`config.mk`:
```
export PLATFORM = sky130hd
export DESIGN_NAME = bit_deserializer_flat
export DESIGN_NICKNAME = d
export VERILOG_FILES = /design/src/rtl/bit_deserializer_if.sv /design/src/rtl/bit_deserializer.sv /design/src/flat_wrapper.sv
export SDC_FILE = /design/constraint.sdc
export NUM_CORES = 1
export LEC_CHECK = 0
export ABC_AREA = 1
export CORE_MARGIN = 4
export CORE_UTILIZATION = 55
export CTS_BUF_LIST = sky130_fd_sc_hd__clkbuf_4 sky130_fd_sc_hd__clkbuf_8
export DETAILED_ROUTE_END_ITERATION = 12
export PLACE_DENSITY = 0.8
export SLEW_MARGIN = 20
export SYNTH_ARGS = -nofsm -noshare
export SYNTH_HDL_FRONTEND = slang
export SYNTH_SLANG_ARGS = --single-unit
```
`constraint.sdc`:
```
create_clock -name clk -period 2.04 [get_ports clk]
set_clock_uncertainty 0.15 [all_clocks]
set_input_delay 0.204 -clock clk [delete_from_list [all_inputs] [get_ports clk]]
set_output_delay 0.204 -clock clk [all_outputs]
set_load 0.02 [all_outputs]
```
`src/rtl/bit_deserializer_if.sv`:
```
// Received-word handshake bundle for bit_deserializer.
// Master presents rx_data/rx_valid; slave returns rx_ready.
interface bit_deserializer_if #(
    parameter int WIDTH = 8
) ();
    logic [WIDTH-1:0] rx_data;
    logic             rx_valid;
    logic             rx_ready;

    modport master (
        output rx_data,
        output rx_valid,
        input  rx_ready
    );

    modport slave (
        input  rx_data,
        input  rx_valid,
        output rx_ready
    );
endinterface

```
`src/rtl/bit_deserializer.sv`:
```
// Serial frame receiver: start bit, WIDTH data bits LSB-first, stop bit.
// Words leave through a one-entry holding register on a valid/ready link.
module bit_deserializer #(
    parameter int WIDTH = 8
) (
    input  logic                clk,
    input  logic                reset_n,
    input  logic                sdata,
    bit_deserializer_if.master  rx,
    output logic                frame_err,
    output logic                overrun
);

    localparam int CW = $clog2(WIDTH + 1);

    typedef enum logic [1:0] {
        ST_ARM  = 2'd0,
        ST_IDLE = 2'd1,
        ST_DATA = 2'd2,
        ST_STOP = 2'd3
    } state_t;

    state_t           state_q, state_d;
    logic [CW-1:0]    cnt_q, cnt_d;
    logic [WIDTH-1:0] shift_q, shift_d;
    logic [WIDTH-1:0] rx_data_q, rx_data_d;
    logic             rx_valid_q, rx_valid_d;
    logic             frame_err_q, frame_err_d;
    logic             overrun_q, overrun_d;

    logic             good_stop;
    logic             drain;
    logic             commit;

    // State register; reset lands in ARM so a low line cannot fake a start.
    always_ff @(posedge clk or negedge reset_n) begin
        if (!reset_n) begin
            state_q <= ST_ARM;
        end else begin
            state_q <= state_d;
        end
    end

    // Next-state and shift/count datapath.
    always_comb begin
        state_d = state_q;
        cnt_d   = cnt_q;
        shift_d = shift_q;
        unique case (state_q)
            ST_ARM: begin
                if (sdata) begin
                    state_d = ST_IDLE;
                end
            end
            ST_IDLE: begin
                if (!sdata) begin
                    cnt_d   = '0;
                    shift_d = '0;
                    state_d = ST_DATA;
                end
            end
            ST_DATA: begin
                shift_d            = shift_q >> 1;
                shift_d[WIDTH-1]   = sdata;
                cnt_d              = cnt_q + 1'b1;
                if (cnt_q == CW'(WIDTH - 1)) begin
                    state_d = ST_STOP;
                end
            end
            ST_STOP: begin
                state_d = sdata ? ST_IDLE : ST_ARM;
            end
            default: begin
                state_d = ST_ARM;
            end
        endcase
    end

    // Output logic: commit/overrun/frame error decisions and holding register.
    always_comb begin
        good_stop   = (state_q == ST_STOP) && sdata;
        drain       = rx_valid_q && rx.rx_ready;
        commit      = good_stop && (!rx_valid_q || drain);
        frame_err_d = (state_q == ST_STOP) && !sdata;
        overrun_d   = good_stop && rx_valid_q && !rx.rx_ready;
        rx_data_d   = rx_data_q;
        rx_valid_d  = rx_valid_q;
        if (commit) begin
            rx_data_d  = shift_q;
            rx_valid_d = 1'b1;
        end else if (drain) begin
            rx_valid_d = 1'b0;
        end
    end

    // Datapath and output registers; reset drops any partial word silently.
    always_ff @(posedge clk or negedge reset_n) begin
        if (!reset_n) begin
            cnt_q       <= '0;
            shift_q     <= '0;
            rx_data_q   <= '0;
            rx_valid_q  <= 1'b0;
            frame_err_q <= 1'b0;
            overrun_q   <= 1'b0;
        end else begin
            cnt_q       <= cnt_d;
            shift_q     <= shift_d;
            rx_data_q   <= rx_data_d;
            rx_valid_q  <= rx_valid_d;
            frame_err_q <= frame_err_d;
            overrun_q   <= overrun_d;
        end
    end

    assign rx.rx_data  = rx_data_q;
    assign rx.rx_valid = rx_valid_q;
    assign frame_err   = frame_err_q;
    assign overrun     = overrun_q;

endmodule

```
`src/flat_wrapper.sv`:
```
// flat-port wrapper written by rule: the top's interface ports become plain ports
module bit_deserializer_flat 
#(
    parameter int WIDTH = 8
)
  (clk, reset_n, sdata, frame_err, overrun, rx_rx_data, rx_rx_valid, rx_rx_ready);
  bit_deserializer_if #(.WIDTH(WIDTH)) rx_i ();
  input  logic clk;
  input  logic reset_n;
  input  logic sdata;
  output logic frame_err;
  output logic overrun;
  output wire logic [$bits(rx_i.rx_data)-1:0] rx_rx_data;
  output wire logic [$bits(rx_i.rx_valid)-1:0] rx_rx_valid;
  input wire logic [$bits(rx_i.rx_ready)-1:0] rx_rx_ready;
  assign rx_rx_data = rx_i.rx_data;
  assign rx_rx_valid = rx_i.rx_valid;
  assign rx_i.rx_ready = rx_rx_ready;
  bit_deserializer #(.WIDTH(WIDTH)) u_core (.clk(clk), .reset_n(reset_n), .sdata(sdata), .rx(rx_i), .frame_err(frame_err), .overrun(overrun));
endmodule
```
==> results by group <==
Cells and area
  • Ratio of cells with drive above 1 in the final layout: 0.06015
  • Number of fill cells: 143
  • Area grow syn2layout: 17.43%
  • Non-Filler Instances: 158
  • Final nets: 144
  • Cell area after layout: 0.001281 sq mm
  • Antenna cells: 0

Place
  • DP Cell Count: 154
  • GP Congestion: 0.8692
  • Post-DP HPWL: 1.419 mm
  • Port bufs: 14
  • Placed Instance Area: 0.001254 sq mm

Floorplanning
  • Io pins: 15
  • DIE AREA: 0.002760 sq mm
  • Core region area: 0.001802 sq mm
  • Num rows: 15
  • Starting Density: 0.6056
  • Die H: 52.54 microns
  • Die X: 52.54 microns

Power
  • Power Dens Cells: 1410 mW/mm^2
  • Leak Pwr: 0.6256 nW
  • Internal power: 0.001068 W
  • Psw: 0.0007379 W
  • Comb power frac: 0.457
  • Sw Share: 0.4085
  • Final total power: 0.001806 W
  • Share of total power in the clock network: 0.118
  • Part of the power in registers: 0.425
  • Worst vdd ir: 0.8212 mV

CTS
  • H-tree Lvls: 1
  • Clock Tree Buf Depth: 2
  • Root Buffer: clkbuf_4
  • Clock Latency Late Sink: 310 ps
  • CTS tree: yes
  • Clk sink count: 25
  • Post-CTS sizing: 0
  • Setup Buffers After CTS: 0
  • CTS Buf Count: 3
  • Worst-path clk slew: 140 ps
  • Hold-fix buffer count after cts: 0

Yosys
  • Top post-synthesis cells by area: dfrtp_1, nand2_1, ha_1
  • Yosys warning count: 0
  • Register area share after synthesis: 0.5734
  • Syn_area_per_cell: 9.406 sq um
  • Synth Cell Area: 0.001091 sq mm
  • Most frequent cell after synthesis: nand2_1
  • Post-synth top area share: 0.5734
  • EDFF count, synth: 0
  • Syn_nets: 126
  • Post-synthesis cell count: 116
  • Post-synthesis cell type count: 16
  • Post-synth top flop: dfrtp_1
  • Dominant cell type by area after synthesis: dfrtp_1
  • Synth Register Bits: 25
  • Top cells by count, synth: nand2_1, dfrtp_1, inv_1, nand3_1, o21ai_1
  • Async set-or-reset flop fraction in the synthesized netlist: 1.000

Flow run
  • Max cap viols: 0

Global routing
  • Gr ovfl total: 0
  • Vias in the first global route: 810
  • Tot GR Track Use: 0.1713
  • Largest net degree at the start of global routing: 26
  • Initial antenna violation count: 0
  • First-pass GRT wire length: 3.456 mm

Min path
  • Worst Hold Class: primary input to async pin

Timing
  • Relative slew slack: 0.7915
  • Worst slew pin tran: 312.4 ps
  • RSZ-0062 raised after global routing: no
  • Tmin final: 1702 ps
  • Max Clk Rate: 587.6 MHz
  • Hold Vio Cnt, Final: 0
  • Setup Total Neg Slack: 0 ps
  • Final setup violation count: 0
  • Fin. max-slew vios: 0
  • Tcrit/Tclk final: 0.8342

Setup path
  • Worst path arrival time: 1760 ps
  • Critical Path End Type: flip-flop
  • Worst EP required: 2090 ps
  • Worst Reg-to-Reg Cells: 7
  • Crit Path Class: flip-flop to flip-flop
  • Crit-path max FO: 13
  • Critical path startpoint category: flip-flop

Routing
  • Drt wl/cell: 12.29 microns
  • Final WL: 1.942 mm
  • Drt initial violations: 20
  • Remaining antenna violation count: 0
  • Via Count: 799
  • Vias/cell: 5.057
  • Total iterations of the first detailed-routing run: 4
  • DR DRC count: 0

Status
  • Status: complete, no violations
==> layer usage <==
layer  track usage  share of wire
met1        0.2037           0.45
met2        0.2996           0.50
met3       0.03989          0.039
met4       0.05957          0.014
met5             0              0
==> cells by family after synthesis <==
kind of cell | count (synthesis) | synth area share
simple gates | 46 | 0.1812
flops | 25 | 0.5734
buf+inv | 20 | 0.07683
compound gates | 18 | 0.09174
fa+ha+maj | 6 | 0.06881
xor+xnor | 1 | 0.008029
==> flip-flops by register name, indices dropped and copies added (netlist names) <==
name and count:
u_core.cnt_q 4, u_core.frame_err 1, u_core.overrun 1, u_core.rx.rx_data 8
u_core.rx.rx_valid 1, u_core.shift_q 8, u_core.state_q 2
==> path summary, 6_finish.rpt <==
path	from	to	slack, ps
setup reg to reg	u_core.state_q[0]	u_core.cnt_q[3]	340
hold reg to reg	u_core.rx.rx_data[1]	u_core.rx.rx_data[1]	350
hold / removal	reset_n	u_core.state_q[0]	70
setup / recovery	u_core.state_q[0]	u_core.cnt_q[3]	340
max in group asynchronous	reset_n	u_core.cnt_q[1]	1420
min in group clk	u_core.rx.rx_data[1]	u_core.rx.rx_data[1]	350
==> power groups by stage <==
stage	Clock (W)	Sequential, W	Combinational, W
2_1_floorplan	0	0.000845	0.000502
3_3_place_gp	0	0.000763	0.000796
3_5_place_dp	0	0.000780	0.000818
4_1_cts	0.000222	0.000769	0.000830
5_1_grt	0.000244	0.000793	0.000923
6_report	0.000213	0.000768	0.000825
==> metrics by stage <==
step                        util  hold slack (ps)  setup slack [ps]
final                     0.7111            71.20             338.2
after global routing      0.7111            98.51             188.1
after CTS                 0.7111            76.83             362.7
after detailed placement  0.6958            327.0             386.1
after global placement    0.6958            319.5             448.7
after floorplan                -           -241.6             595.0
==> area by class of cell <==
cell class,count,area [sq um],share of cell area
Tap cell,25,31.28,0.02441
Multi-Input combinational cell,71,381.6,0.2979
Sequential cell,25,625.6,0.4883
Clock inverter,1,5.005,0.003906
Timing Repair Buffer,15,147.6,0.1152
Clock buffer,3,22.52,0.01758
Inverter,18,67.56,0.05273
==> critical path, cell delays in order, from the launching register on <==
cell     delay (ps)
dfrtp_1         460
inv_1           140
ha_1            290
nand2_1         130
nand2_2         210
nand3_1         100
nand2_1          70
nor2_1           40
==> placed cells by master (no fill, tap or decap) <==
cell type,count
inv_1,17
o21ai_1,9
nor2_1,4
nand2_1,28
inv_2,1
clkdlybuf4s50_1,14
xor2_1,1
buf_4,1
clkbuf_4,3
dfrtp_1,25
ha_1,6
nand3_1,11
o22ai_1,8
a21oi_1,1
clkinv_2,1
nand2_2,1
nand3_2,1
and2_1,1
No activity file was read; power rests on OpenSTA's default activity.
